File: src/rtl/intr_arbiter_if.sv
// Interrupt arbiter bus: peripheral request lines, mask programming port
// and the CPU-side Intr/Inta/Eoi handshake, bundled into one interface.
// The master modport is the driving side (peripherals and CPU); the slave
// modport is the arbiter itself.
interface intr_arbiter_if #(
   parameter int N_SRC = 8,
   parameter int VEC_W = 3
);
   logic [N_SRC-1:0] Irq;
   logic             Mask_we;
   logic [N_SRC-1:0] Mask_wdata;
   logic             Inta;
   logic             Eoi;
   logic             Intr;
   logic [VEC_W-1:0] Vector;
   logic             Busy;
   logic [N_SRC-1:0] Pending;

   modport master (
      output Irq, Mask_we, Mask_wdata, Inta, Eoi,
      input  Intr, Vector, Busy, Pending
   );

   modport slave (
      input  Irq, Mask_we, Mask_wdata, Inta, Eoi,
      output Intr, Vector, Busy, Pending
   );
endinterface

File: src/rtl/intr_arbiter.sv
// Priority interrupt controller. Rising edges on Irq are latched into
// pending bits and filtered by a software mask. One winner is then offered
// to the CPU through an Intr/Inta request, and the controller holds its
// index on Vector until the handler returns Eoi. There is no nesting.
// Optional feature: define INTR_ARB_ROUND_ROBIN_EN for rotating priority.
// Without it, the lowest eligible index wins and no pointer register is built.
module intr_arbiter #(
   parameter int N_SRC = 8,
   parameter int VEC_W = 3
) (
   input logic           Clk,
   input logic           Clrn,
   intr_arbiter_if.slave bus
);

   typedef enum logic [1:0] {
      IDLE = 2'd0,
      REQ  = 2'd1,
      SERV = 2'd2
   } state_t;

   state_t           state;
   state_t           state_next;
   logic [N_SRC-1:0] irq_q;
   logic             armed;
   logic [N_SRC-1:0] mask;
   logic [N_SRC-1:0] pending;
   logic [N_SRC-1:0] pending_next;
   logic [N_SRC-1:0] rise;
   logic [N_SRC-1:0] clr_mask;
   logic [N_SRC-1:0] eligible;
   logic             intr;
   logic             intr_next;
   logic             busy;
   logic             busy_next;
   logic [VEC_W-1:0] vector;
   logic [VEC_W-1:0] vector_next;
   logic [VEC_W-1:0] winner;
   logic             accept;

   assign bus.Intr    = intr;
   assign bus.Vector  = vector;
   assign bus.Busy    = busy;
   assign bus.Pending = pending;

   assign eligible = pending & ~mask;

   // The delay register resets to zero while the lines may already be high.
   // The armed flag therefore ignores the first post-reset cycle, so a line
   // that is high across reset release is treated as level-held, not as an edge.
   assign rise = armed ? (bus.Irq & ~irq_q) : '0;

   // Set wins over clear, so an edge that lands on the acknowledge cycle is kept.
   assign clr_mask     = accept ? (N_SRC'(1) << vector) : '0;
   assign pending_next = (pending & ~clr_mask) | rise;

   // Input history for edge detection plus the one-shot arm flag.
   always_ff @(posedge Clk or negedge Clrn) begin
      if (!Clrn) begin
         irq_q <= '0;
         armed <= 1'b0;
      end else begin
         irq_q <= bus.Irq;
         armed <= 1'b1;
      end
   end

   // Mask register; a write takes part in arbitration from the next cycle.
   always_ff @(posedge Clk or negedge Clrn) begin
      if (!Clrn) begin
         mask <= '0;
      end else if (bus.Mask_we) begin
         mask <= bus.Mask_wdata;
      end
   end

   // Latched pending bits.
   always_ff @(posedge Clk or negedge Clrn) begin
      if (!Clrn) begin
         pending <= '0;
      end else begin
         pending <= pending_next;
      end
   end

`ifdef INTR_ARB_ROUND_ROBIN_EN
   logic [VEC_W-1:0] ptr;
   int               dist;
   int               best;

   // Rotating pointer follows the most recently acknowledged source.
   always_ff @(posedge Clk or negedge Clrn) begin
      if (!Clrn) begin
         ptr <= VEC_W'(N_SRC - 1);
      end else if (accept) begin
         ptr <= vector;
      end
   end

   // Pick the eligible source closest after the pointer, wrapping modulo N_SRC.
   always_comb begin
      winner = '0;
      dist   = 0;
      best   = N_SRC;
      for (int j = 0; j < N_SRC; j++) begin
         dist = (j + N_SRC - 1 - int'(ptr)) % N_SRC;
         if (eligible[j] && (dist < best)) begin
            best   = dist;
            winner = VEC_W'(j);
         end
      end
   end
`else
   // Fixed priority: descending scan so the lowest eligible index is kept last.
   always_comb begin
      winner = '0;
      for (int j = N_SRC - 1; j >= 0; j--) begin
         if (eligible[j]) begin
            winner = VEC_W'(j);
         end
      end
   end
`endif

   // Handshake FSM state and registered outputs.
   always_ff @(posedge Clk or negedge Clrn) begin
      if (!Clrn) begin
         state  <= IDLE;
         intr   <= 1'b0;
         busy   <= 1'b0;
         vector <= '0;
      end else begin
         state  <= state_next;
         intr   <= intr_next;
         busy   <= busy_next;
         vector <= vector_next;
      end
   end

   // Next-state and output decode; the request is never withdrawn once raised.
   always_comb begin
      state_next  = state;
      intr_next   = intr;
      busy_next   = busy;
      vector_next = vector;
      accept      = 1'b0;
      case (state)
         IDLE: begin
            if (|eligible) begin
               vector_next = winner;
               intr_next   = 1'b1;
               state_next  = REQ;
            end
         end
         REQ: begin
            if (bus.Inta) begin
               intr_next  = 1'b0;
               busy_next  = 1'b1;
               accept     = 1'b1;
               state_next = SERV;
            end
         end
         SERV: begin
            if (bus.Eoi) begin
               busy_next  = 1'b0;
               state_next = IDLE;
            end
         end
         default: begin
            intr_next  = 1'b0;
            busy_next  = 1'b0;
            state_next = IDLE;
         end
      endcase
   end

endmodule

File: src/flat_wrapper.sv
// flat-port wrapper written by rule: the top's interface ports become plain ports
module intr_arbiter_flat 
#(
   parameter int N_SRC = 8,
   parameter int VEC_W = 3
)
  (Clk, Clrn, bus_Irq, bus_Mask_we, bus_Mask_wdata, bus_Inta, bus_Eoi, bus_Intr, bus_Vector, bus_Busy, bus_Pending);
  intr_arbiter_if #(.N_SRC(N_SRC), .VEC_W(VEC_W)) bus_i ();
  input logic Clk;
  input logic Clrn;
  input wire logic [$bits(bus_i.Irq)-1:0] bus_Irq;
  input wire logic [$bits(bus_i.Mask_we)-1:0] bus_Mask_we;
  input wire logic [$bits(bus_i.Mask_wdata)-1:0] bus_Mask_wdata;
  input wire logic [$bits(bus_i.Inta)-1:0] bus_Inta;
  input wire logic [$bits(bus_i.Eoi)-1:0] bus_Eoi;
  output wire logic [$bits(bus_i.Intr)-1:0] bus_Intr;
  output wire logic [$bits(bus_i.Vector)-1:0] bus_Vector;
  output wire logic [$bits(bus_i.Busy)-1:0] bus_Busy;
  output wire logic [$bits(bus_i.Pending)-1:0] bus_Pending;
  assign bus_i.Irq = bus_Irq;
  assign bus_i.Mask_we = bus_Mask_we;
  assign bus_i.Mask_wdata = bus_Mask_wdata;
  assign bus_i.Inta = bus_Inta;
  assign bus_i.Eoi = bus_Eoi;
  assign bus_Intr = bus_i.Intr;
  assign bus_Vector = bus_i.Vector;
  assign bus_Busy = bus_i.Busy;
  assign bus_Pending = bus_i.Pending;
  intr_arbiter #(.N_SRC(N_SRC), .VEC_W(VEC_W)) u_core (.Clk(Clk), .Clrn(Clrn), .bus(bus_i));
endmodule
File: config.mk
export PLATFORM = sky130hd
export DESIGN_NAME = intr_arbiter_flat
export DESIGN_NICKNAME = d
export VERILOG_FILES = /design/src/rtl/intr_arbiter_if.sv /design/src/rtl/intr_arbiter.sv /design/src/flat_wrapper.sv
export SDC_FILE = /design/constraint.sdc
export NUM_CORES = 1
export LEC_CHECK = 0
export CAP_MARGIN = 20
export CORE_AREA = 8 8 60 62
export CTS_BUF_LIST = sky130_fd_sc_hd__clkbuf_16
export CTS_CLUSTER_SIZE = 24
export DETAILED_ROUTE_END_ITERATION = 8
export DIE_AREA = 0 0 68 70
export PLACE_DENSITY = 0.81
export SETUP_SLACK_MARGIN = 0.4
export SLEW_MARGIN = 20
export SYNTH_ARGS = -nofsm -noshare
export SYNTH_HDL_FRONTEND = slang
export SYNTH_SLANG_ARGS = --single-unit
File: constraint.sdc
create_clock -name Clk -period 3.1 [get_ports Clk]
set_input_delay 0.31 -clock Clk [delete_from_list [all_inputs] [get_ports Clk]]
set_output_delay 0.31 -clock Clk [all_outputs]
set_load 0.02 [all_outputs]
==> results.cfg <==
[outcome]
outcome = complete, no violations

[clock_tree]
cts_tree = yes
clock-sinks = 32
clk_pin_slew_ns = 0.05
insertion_delay_ns = 0.27
post_cts_buffers = 0
cts_max_level = 2
hold_buffers = 0
ctsResizeCount = 0
cts.path.max_buffers = 2
root_buffer = clkbuf_16
numCtsBuffers = 5

[timing]
min_period_over_period_pct = 55.5
finalSetupViolations = 0
setup_slack_ns = 1.38
rsz0062_at_grt = false
slew_viol_final = 0
setup_tns_ns = 0
fin_crit_ns = 1.72
hold_viol_final = 0
fin_skew_ns = 0.00329
fmax_ghz = 0.581

[critical_path]
crit_path_end_kind = primary output
crit_path_start_kind = flip-flop
critical_path.cell_chain = clkdlybuf4s50_1
path_depth = 1
path_class = reg2out
cp.required_ns = 2.79
rr_worst_depth = 4
arrival_ns = 1.41
crit_buf_inv = 1
cp_max_fo = 7
critPathMaxStageDelay_ns = 0.66
cp_slowest_cell = clkdlybuf4s50_1
crit_family = buffers and inverters

[cells_and_area]
postLayoutCoreUtil_pct = 68.1
post_route_cells_drive_above_1_share_pct = 13.2
nets = 171
final_common_cell = clkdlybuf4s50_1
synthToLayoutAreaGrowth_pct = 38.5
antenna_cells = 0
final_cell_mix = clkdlybuf4s50_1 (33), dfrtp_1 (32), nand2_1 (15), o21ai_0 (10)
fin_cells = 182

[logic_synthesis]
async_flop_share_pct = 100
synthDistinctLibCells = 28
synth_area_leader_cell = dfrtp_1
synthCells = 111
synth_edf_count = 0
seq_area_frac_synth_pct = 61.1
syn_area_um2 = 1310
synth_xor_area_share_pct = 0
synth_seq_cells = 32
yosys.area_share.simple_pct = 19.2
synth_flop_cell = dfrtp_1
syn_nets = 132
yosys_warnings = 0
synth_compound_area_share_pct = 11.6
synth_top_area_share_pct = 61.1
muxShareOfSynthArea_pct = 6.88
synth_area_leaders = dfrtp_1 (61%), mux2_2 (6.9%), nand3b_1 (4.6%)
synth_top_family_by_area = simple AND/OR/NAND/NOR gates
syn_avg_cell_area_um2 = 11.8
synth-adder-area-share_pct = 0

[die]
row_count = 19
fp.dieW_um = 68
coreArea_um2 = 2660
dieHeight_um = 70
dieArea_um2 = 4760
ios = 34
start_util_pct = 49.2

[drt]
drtIter0Drc = 35
first_pass_iters = 4
post-route-drc-count = 0
wirelength_um = 2810
ant_nets = 0
vias = 966
routedWlPerCell_um = 15.4
vias_per_cell = 5.31

[global_route]
grt_pass1_wl_um = 4780
grt_overflow_total = 0
grt_max_degree = 33
grt_use_total_pct = 13.3
antenna_found_initial = 0
grt_pass1_vias = 1035

[worst_hold_path]
hold_path.class = in2async

[place]
port_buffers = 33
dp_hpwl_um = 2130
place.gp.congestion = 0.817
dp_cells = 174
place_ws_ns = 1.51

[power_and_ir_drop]
irDropWorstVdd_uv = 609
p_leak_nw = 0.752
power.total_mw = 1.64
power.density_nw_per_um2 = 905

[run]
cap_viol_max_count = 0
[sequential cells by signal, summed over array words and instances, names as in the netlist]
signal / cells
u_core.mask: 8
u_core.bus.Busy: 1
u_core.armed: 1
u_core.state: 2
u_core.irq_q: 8
u_core.bus.Intr: 1
u_core.bus.Pending: 8
u_core.bus.Vector: 3
[area by class of cell]
cell class / instances / area [µm²]
clock buffer: 5 / 125
tap: 31 / 38.8
multi-input combinational: 76 / 497
fill: 210 / 848
sequential: 32 / 801
inverter: 1 / 3.75
timing repair buffer: 34 / 338
clock inverter: 3 / 11.3
[synthesized netlist by cell type, types with 2 or more instances]
cell type / instances
a21o_1: 2
a21oi_1: 5
dfrtp_1: 32
mux2_2: 8
nand2_1: 15
nand2b_1: 6
nand3b_1: 8
nand4_1: 2
nor2_1: 3
nor2b_1: 3
o21ai_0: 10
[cell families after synthesis]
kind of cell | Yosys count
AOI/OAI and AO/OA | 24
buffers and inverters | 3
DFF | 32
muxes | 8
other | 1
and+or+nand+nor | 43
[layer usage]
layer | vias to the layer above | part of all wire, % | global-route usage [%]
li1 | 470 | - | -
met1 | 468 | 43 | 15.1
met2 | 21 | 49 | 20.4
met3 | 7 | 5.7 | 4.78
met4 | 0 | 2.7 | 8.20
met5 | - | 0 | 0
[path summary, 6_finish.rpt]
| check | startpoint | end | slack [ns] |
|---|---|---|---|
| min in group Clk | u_core.irq_q[6]$_DFF_PN0_ | u_core.bus.Pending[6]$_DFF_PN0_ | 0.43 |
| min | Clrn | u_core.armed$_DFF_PN0_ | 0.43 |
| max in group asynchronous | Clrn | u_core.irq_q[5]$_DFF_PN0_ | 2.38 |
| max reg2reg | u_core.bus.Pending[0]$_DFF_PN0_ | u_core.state[0]$_DFFE_PN0P_ | 1.81 |
| min reg2reg | u_core.irq_q[6]$_DFF_PN0_ | u_core.bus.Pending[6]$_DFF_PN0_ | 0.43 |
| max | u_core.bus.Vector[2]$_DFFE_PN0P_ | bus_Vector[2] | 1.38 |
[power by group]
part	leakage, nW	switching [mW]	internal, mW
clock	0.0738	0.157	0.287
sequential	0.359	0.115	0.526
combinational	0.319	0.281	0.276
[worst register-to-register path, stage by stage (launching register included)]
cell     delay [ns]
dfrtp_1        0.40
or2b_1         0.20
nand2_1        0.08
o31a_1         0.34
a21o_1         0.16
[metrics by stage]
stage	cell area [µm²]	hold slack [ns]
2_1_floorplan	1310	0.0144
3_3_place_gp	1680	0.420
3_5_place_dp	1680	0.425
4_1_cts	1810	0.431
5_1_grt	1810	0.459
6_report	1810	0.433
(Power assumes the default switching activity.)
